### config.mk
export PLATFORM = sky130hd
export DESIGN_NAME = prim_onehot_rr_arb
export DESIGN_NICKNAME = d
export VERILOG_FILES = /design/src/rtl/prim_onehot_rr_arb.sv
export SDC_FILE = /design/constraint.sdc
export NUM_CORES = 1
export LEC_CHECK = 0
export CORE_AREA = 2 2 120 122
export CTS_CLUSTER_SIZE = 40
export DETAILED_ROUTE_END_ITERATION = 8
export DIE_AREA = 0 0 122 124
export DONT_BUFFER_PORTS = 1
export HOLD_SLACK_MARGIN = 0.15
export PLACE_DENSITY = 0.57
export RECOVER_POWER = 25
export SETUP_SLACK_MARGIN = 0.02
export SLEW_MARGIN = 20
export SYNTH_ARGS = -nofsm -noshare
export SYNTH_HDL_FRONTEND = slang
export SYNTH_SLANG_ARGS = --single-unit
export TNS_END_PERCENT = 50
### constraint.sdc
create_clock -name clk_i -period 5.9 [get_ports clk_i]
set_clock_uncertainty 0.05 [all_clocks]
set_input_delay 1.18 -clock clk_i [delete_from_list [all_inputs] [get_ports clk_i]]
set_output_delay 1.18 -clock clk_i [all_outputs]
set_load 0.05 [all_outputs]
### src/rtl/prim_onehot_rr_arb.sv
// prim_onehot_rr_arb: round-robin arbiter with a one-hot grant, a binary grant
// index, a selected data word and a valid/ready output handshake.
// A grant offered while downstream stalls is locked until it is accepted, so
// the grant, index and selected requester stay stable across backpressure.
// Optional macro PRIM_ONEHOT_RR_ARB_ASSERT_EN compiles in SVA protocol checks.
module prim_onehot_rr_arb #(
    parameter int unsigned Width  = 32,
    parameter int unsigned Inputs = 8,
    localparam int unsigned IdxW  = $clog2(Inputs)
) (
    input  logic                clk_i,
    input  logic                rst_ni,
    input  logic [Inputs-1:0]   req_i,
    input  logic [Width-1:0]    data_i [Inputs],
    output logic [Inputs-1:0]   gnt_o,
    output logic [IdxW-1:0]     idx_o,
    output logic                valid_o,
    input  logic                ready_i,
    output logic [Width-1:0]    data_o
);

    localparam logic UNLOCKED = 1'b0;
    localparam logic LOCKED   = 1'b1;

    logic                lock_q, lock_d;
    logic [Inputs-1:0]   lock_gnt_q, lock_gnt_d;
    logic [IdxW-1:0]     ptr_q, ptr_d;

    logic [Inputs-1:0]   rr_gnt;
    logic                rr_found;
    logic [IdxW:0]       rr_pos;
    logic                hs;

    // Rotating-priority search: first set request at or after ptr_q, wrapping at Inputs.
    // rr_pos is one bit wider than the index so ptr_q + k cannot overflow before the wrap.
    always_comb begin
        rr_gnt   = '0;
        rr_found = 1'b0;
        rr_pos   = '0;
        for (int unsigned k = 0; k < Inputs; k++) begin
            rr_pos = {1'b0, ptr_q} + (IdxW+1)'(k);
            if (rr_pos >= (IdxW+1)'(Inputs)) begin
                rr_pos = rr_pos - (IdxW+1)'(Inputs);
            end
            if (!rr_found && req_i[rr_pos[IdxW-1:0]]) begin
                rr_gnt[rr_pos[IdxW-1:0]] = 1'b1;
                rr_found                 = 1'b1;
            end
        end
    end

    // Outputs: locked grant wins over the live search; ready_i is not used here.
    always_comb begin
        gnt_o   = (lock_q == LOCKED) ? lock_gnt_q : rr_gnt;
        valid_o = (lock_q == LOCKED) ? 1'b1 : (|req_i);
        idx_o   = '0;
        for (int unsigned i = 0; i < Inputs; i++) begin
            if (gnt_o[i]) begin
                idx_o = IdxW'(i);
            end
        end
        data_o  = valid_o ? data_i[idx_o] : '0;
    end

    assign hs = valid_o && ready_i;

    // Next lock state: lock on a stalled offer, release on the handshake.
    always_comb begin
        lock_d = lock_q;
        case (lock_q)
            UNLOCKED: if (valid_o && !ready_i) lock_d = LOCKED;
            LOCKED:   if (ready_i)             lock_d = UNLOCKED;
            default:  lock_d = UNLOCKED;
        endcase
    end

    // Next grant capture and pointer: pointer moves just past the accepted requester.
    always_comb begin
        lock_gnt_d = lock_gnt_q;
        ptr_d      = ptr_q;
        if ((lock_q == UNLOCKED) && valid_o && !ready_i) begin
            lock_gnt_d = gnt_o;
        end
        if (hs) begin
            ptr_d = (idx_o == IdxW'(Inputs-1)) ? '0 : idx_o + IdxW'(1);
        end
    end

    // State registers.
    always_ff @(posedge clk_i or negedge rst_ni) begin
        if (!rst_ni) begin
            lock_q     <= UNLOCKED;
            lock_gnt_q <= '0;
            ptr_q      <= '0;
        end else begin
            lock_q     <= lock_d;
            lock_gnt_q <= lock_gnt_d;
            ptr_q      <= ptr_d;
        end
    end

`ifdef PRIM_ONEHOT_RR_ARB_ASSERT_EN
    if (Inputs < 2) begin : g_inputs_chk
        $error("prim_onehot_rr_arb: Inputs must be >= 2");
    end

    a_gnt_onehot0: assert property (@(posedge clk_i) disable iff (!rst_ni)
        $onehot0(gnt_o));

    a_valid_gnt: assert property (@(posedge clk_i) disable iff (!rst_ni)
        valid_o == (|gnt_o));

    a_stall_stable: assert property (@(posedge clk_i) disable iff (!rst_ni)
        (valid_o && !ready_i) |=> (valid_o && $stable(gnt_o) && $stable(idx_o)));
`endif

endmodule
==> reports/qor.txt <==
WS Path Type: primary input to primary output
final hold violation count: 0
Final Power: 4450 uW
detailed-route via count: 6,030
ys flop type: dfrtp_1
Reg area: 300 sq um
share of flip-flops with an asynchronous set or reset: 100%
clock slew at reported path FFs: 40 ps
Worst Tran Pin Value: 1710 ps
Avg Cell Area, Syn: 6.94 sq um
vias in the first global route: 5,557
Highest Clock Rate: 0.171 GHz
failing checks: max-capacitance violations, max-slew violations
Cell Rows: 43
die area: 15,100 sq um
NumNets Final: 980
fin. max-slew vios: 22
Buffers on Ports: 0
Critical Path Start: req_i[3]
non-filler instance count after layout: 886
fin crit period: 5840 ps
crit path max fanout: 20
largest net degree at the start of global routing: 41
multi-input logic area: 3890 sq um
pwr dens: 708 nW/um^2
Syn. warnings: 0
Clock Latency Late Sink: 240 ps
placed cell count: 874
WHS Path Cells: 2
Slew HR: -14.2%
cell depth of the worst flop-to-flop path: 16
Initial DRC Count: 789
beginning of the worst hold path: lock_gnt_q[0]
DP Area: 6080 sq um
initial antenna violation count: 6
Area Growth Syn to Fin: 42.8%
Post-synth EDFFs: 0
outcome: finished with violations
TritonRoute pass-1 iters: 5
Netlist cell types: 62
final number of setup-violating endpoints: 0
gr usage total: 30.6%
CTS sink cnt: 12
Ports: 311
GR Overflow Total: 0
Core ar.: 13,700 sq um
drc violations: 0
Syn Inst Count: 635
FILL cells: 1,409
sequential share of the synthesized area: 6.82%
Max VDD drop: 0.465 mV
CP Launch Type: primary input
DRT antenna net count: 0
register bit count reported by yosys: 12
Die Height: 124 um
R2R Setup Slk: 1270 ps
DRT Wirelength: 25.3 mm
share of cells above drive strength 1: 29.8%
CTS tree: built
reg2reg start: ptr_q[0]
Mapped Area: 4400 sq um
finished layout cell area: 6290 sq um
post-detail-place hpwl: 20.4 mm
via-per-instance ratio: 6.81
FF-to-FF End: ptr_q[1]
RSZ-0062 raised after global routing: true
width of the die: 122 um
CP required: 4670 ps
cts hold-fix bufs: 0
Num CTS Buffers: 3
first-pass GRT wire length: 34.8 mm
maximum clock path buffer count: 2
Final period util: 99.0%
CP arrival: 4610 ps
Hold Path Sink: lock_gnt_q[0]
hold crit path type: flip-flop to flip-flop
Starting Density: 32.1%
Lkg Pwr: 0.00246 uW
htree depth: 1
post-DR wirelength/cell: 28.6 um
GPL Wtd Cong: 1.01
crit end category: primary output
Synth Net Count: 909
max-cap violation count: 1
root buffer cell: clkbuf_16
==> repair_timing <==
action / CTS / global route
gates cloned: 0 / 1
pin swaps: 1 / 3
gates resized for setup: 2 / 7
setup endpoints to repair: 12 / 31
setup buffers: 3 / 3
==> flip-flops by register name, summed over array words and instances, names as in the netlist <==
name	count
ptr_q	3
lock_gnt_q	8
lock_q	1
==> power breakdown <==
part	total (uW)	internal, uW	switching [uW]
logic	4180	1740	2440
registers	136	110	26.6
clock network	139	102	36.7
==> Yosys cell counts (all sizes together) (4+ instances only) <==
library cell | instances | area [sq um]
nor2 | 20 | 77.6
clkbuf | 32 | 120
nand4 | 4 | 25.0
nor3 | 10 | 50.1
a221oi | 37 | 342
or3 | 32 | 200
mux4 | 9 | 203
inv | 49 | 184
mux2 | 7 | 78.8
o22ai | 7 | 43.8
o21ai | 14 | 70.1
nor2b | 6 | 37.5
o21a | 32 | 240
buf | 36 | 203
mux2i | 45 | 467
nand2 | 41 | 156
dfrtp | 12 | 300
nand2b | 6 | 37.5
ha | 7 | 87.6
nand3 | 75 | 375
nor4 | 6 | 52.6
o211ai | 37 | 283
a21oi | 39 | 199
a31oi | 34 | 213
==> area by class of cell <==
cell class	count	share of cell area [%]
inverter	49	2.92
antenna	1	0.0398
sequential	12	4.77
clock buffer	4	1.41
timing repair buffer	134	25.5
tap	180	3.58
multi-input combinational	506	61.8
==> worst max-delay path, stage by stage <==
cell and delay, ps:
mux4_2 500, buf_4 170, mux2i_4 220, nand2_1 150, nor4_4 240, nor2_1 130
o311a_2 380, buf_4 240, a311oi_4 370, buf_4 200, clkbuf_16 190, nand3_1 100
a31oi_2 330, buf_12 180
==> through the flow <==
step / util (%) / setup WS [ps] / hold WS (ps) / TNS (ps)
after floorplan: - / 48.2 / 391 / 0
after global placement: 44.2 / -302 / 407 / -4570
after detailed placement: 44.3 / -51.3 / 415 / -175
after CTS: 45.2 / 21.4 / 425 / 0
after global routing: 45.8 / -3.55 / 462 / -6.18
final: 45.8 / 57.7 / 420 / 0
==> logic make-up after synthesis <==
group,share of synthesized area [%]
adder cells (fa/ha/maj),1.99
XOR/XNOR,1.14
AND/OR/NAND/NOR,25.0
flip-flops,6.82
AO/OA/AOI/OAI,36.6
multiplexers,17.0
buffers and inverters,11.5
==> cell usage in the layout (no fill, tap or decap), types with 6 or more instances in the layout <==
master	instances
buf_12	46
mux2_2	7
dfrtp_1	12
ha_1	7
o211ai_1	36
o21ai_0	10
nor2b_1	6
or3_1	32
o21a_1	32
o22ai_1	7
nor3_1	9
inv_1	45
mux4_2	9
mux2i_1	43
nand2b_1	6
buf_4	84
nand3_1	75
nor2_1	18
nand2_1	40
a31oi_2	28
a221oi_1	36
a21oi_1	38
==> how the worst max path moves through the flow <==
stage                             to  cells past startpoint  slack (ps)
after global routing       data_o[0]                     14          -4
after CTS                 data_o[11]                     14          20
after floorplan           data_o[14]                     13          50
final                      data_o[0]                     14          60
after global placement    data_o[23]                     12        -300
after detailed placement  data_o[11]                     14         -50
==> routing by layer <==
layer	share of wire, %	global-route usage, %	vias to the layer above
li1	-	-	2584
met1	39	41.9	2822
met2	44	46.9	537
met3	14	11.4	77
met4	2.0	4.38	10
met5	0.20	0	-
No activity file was read; power rests on OpenSTA's default activity.
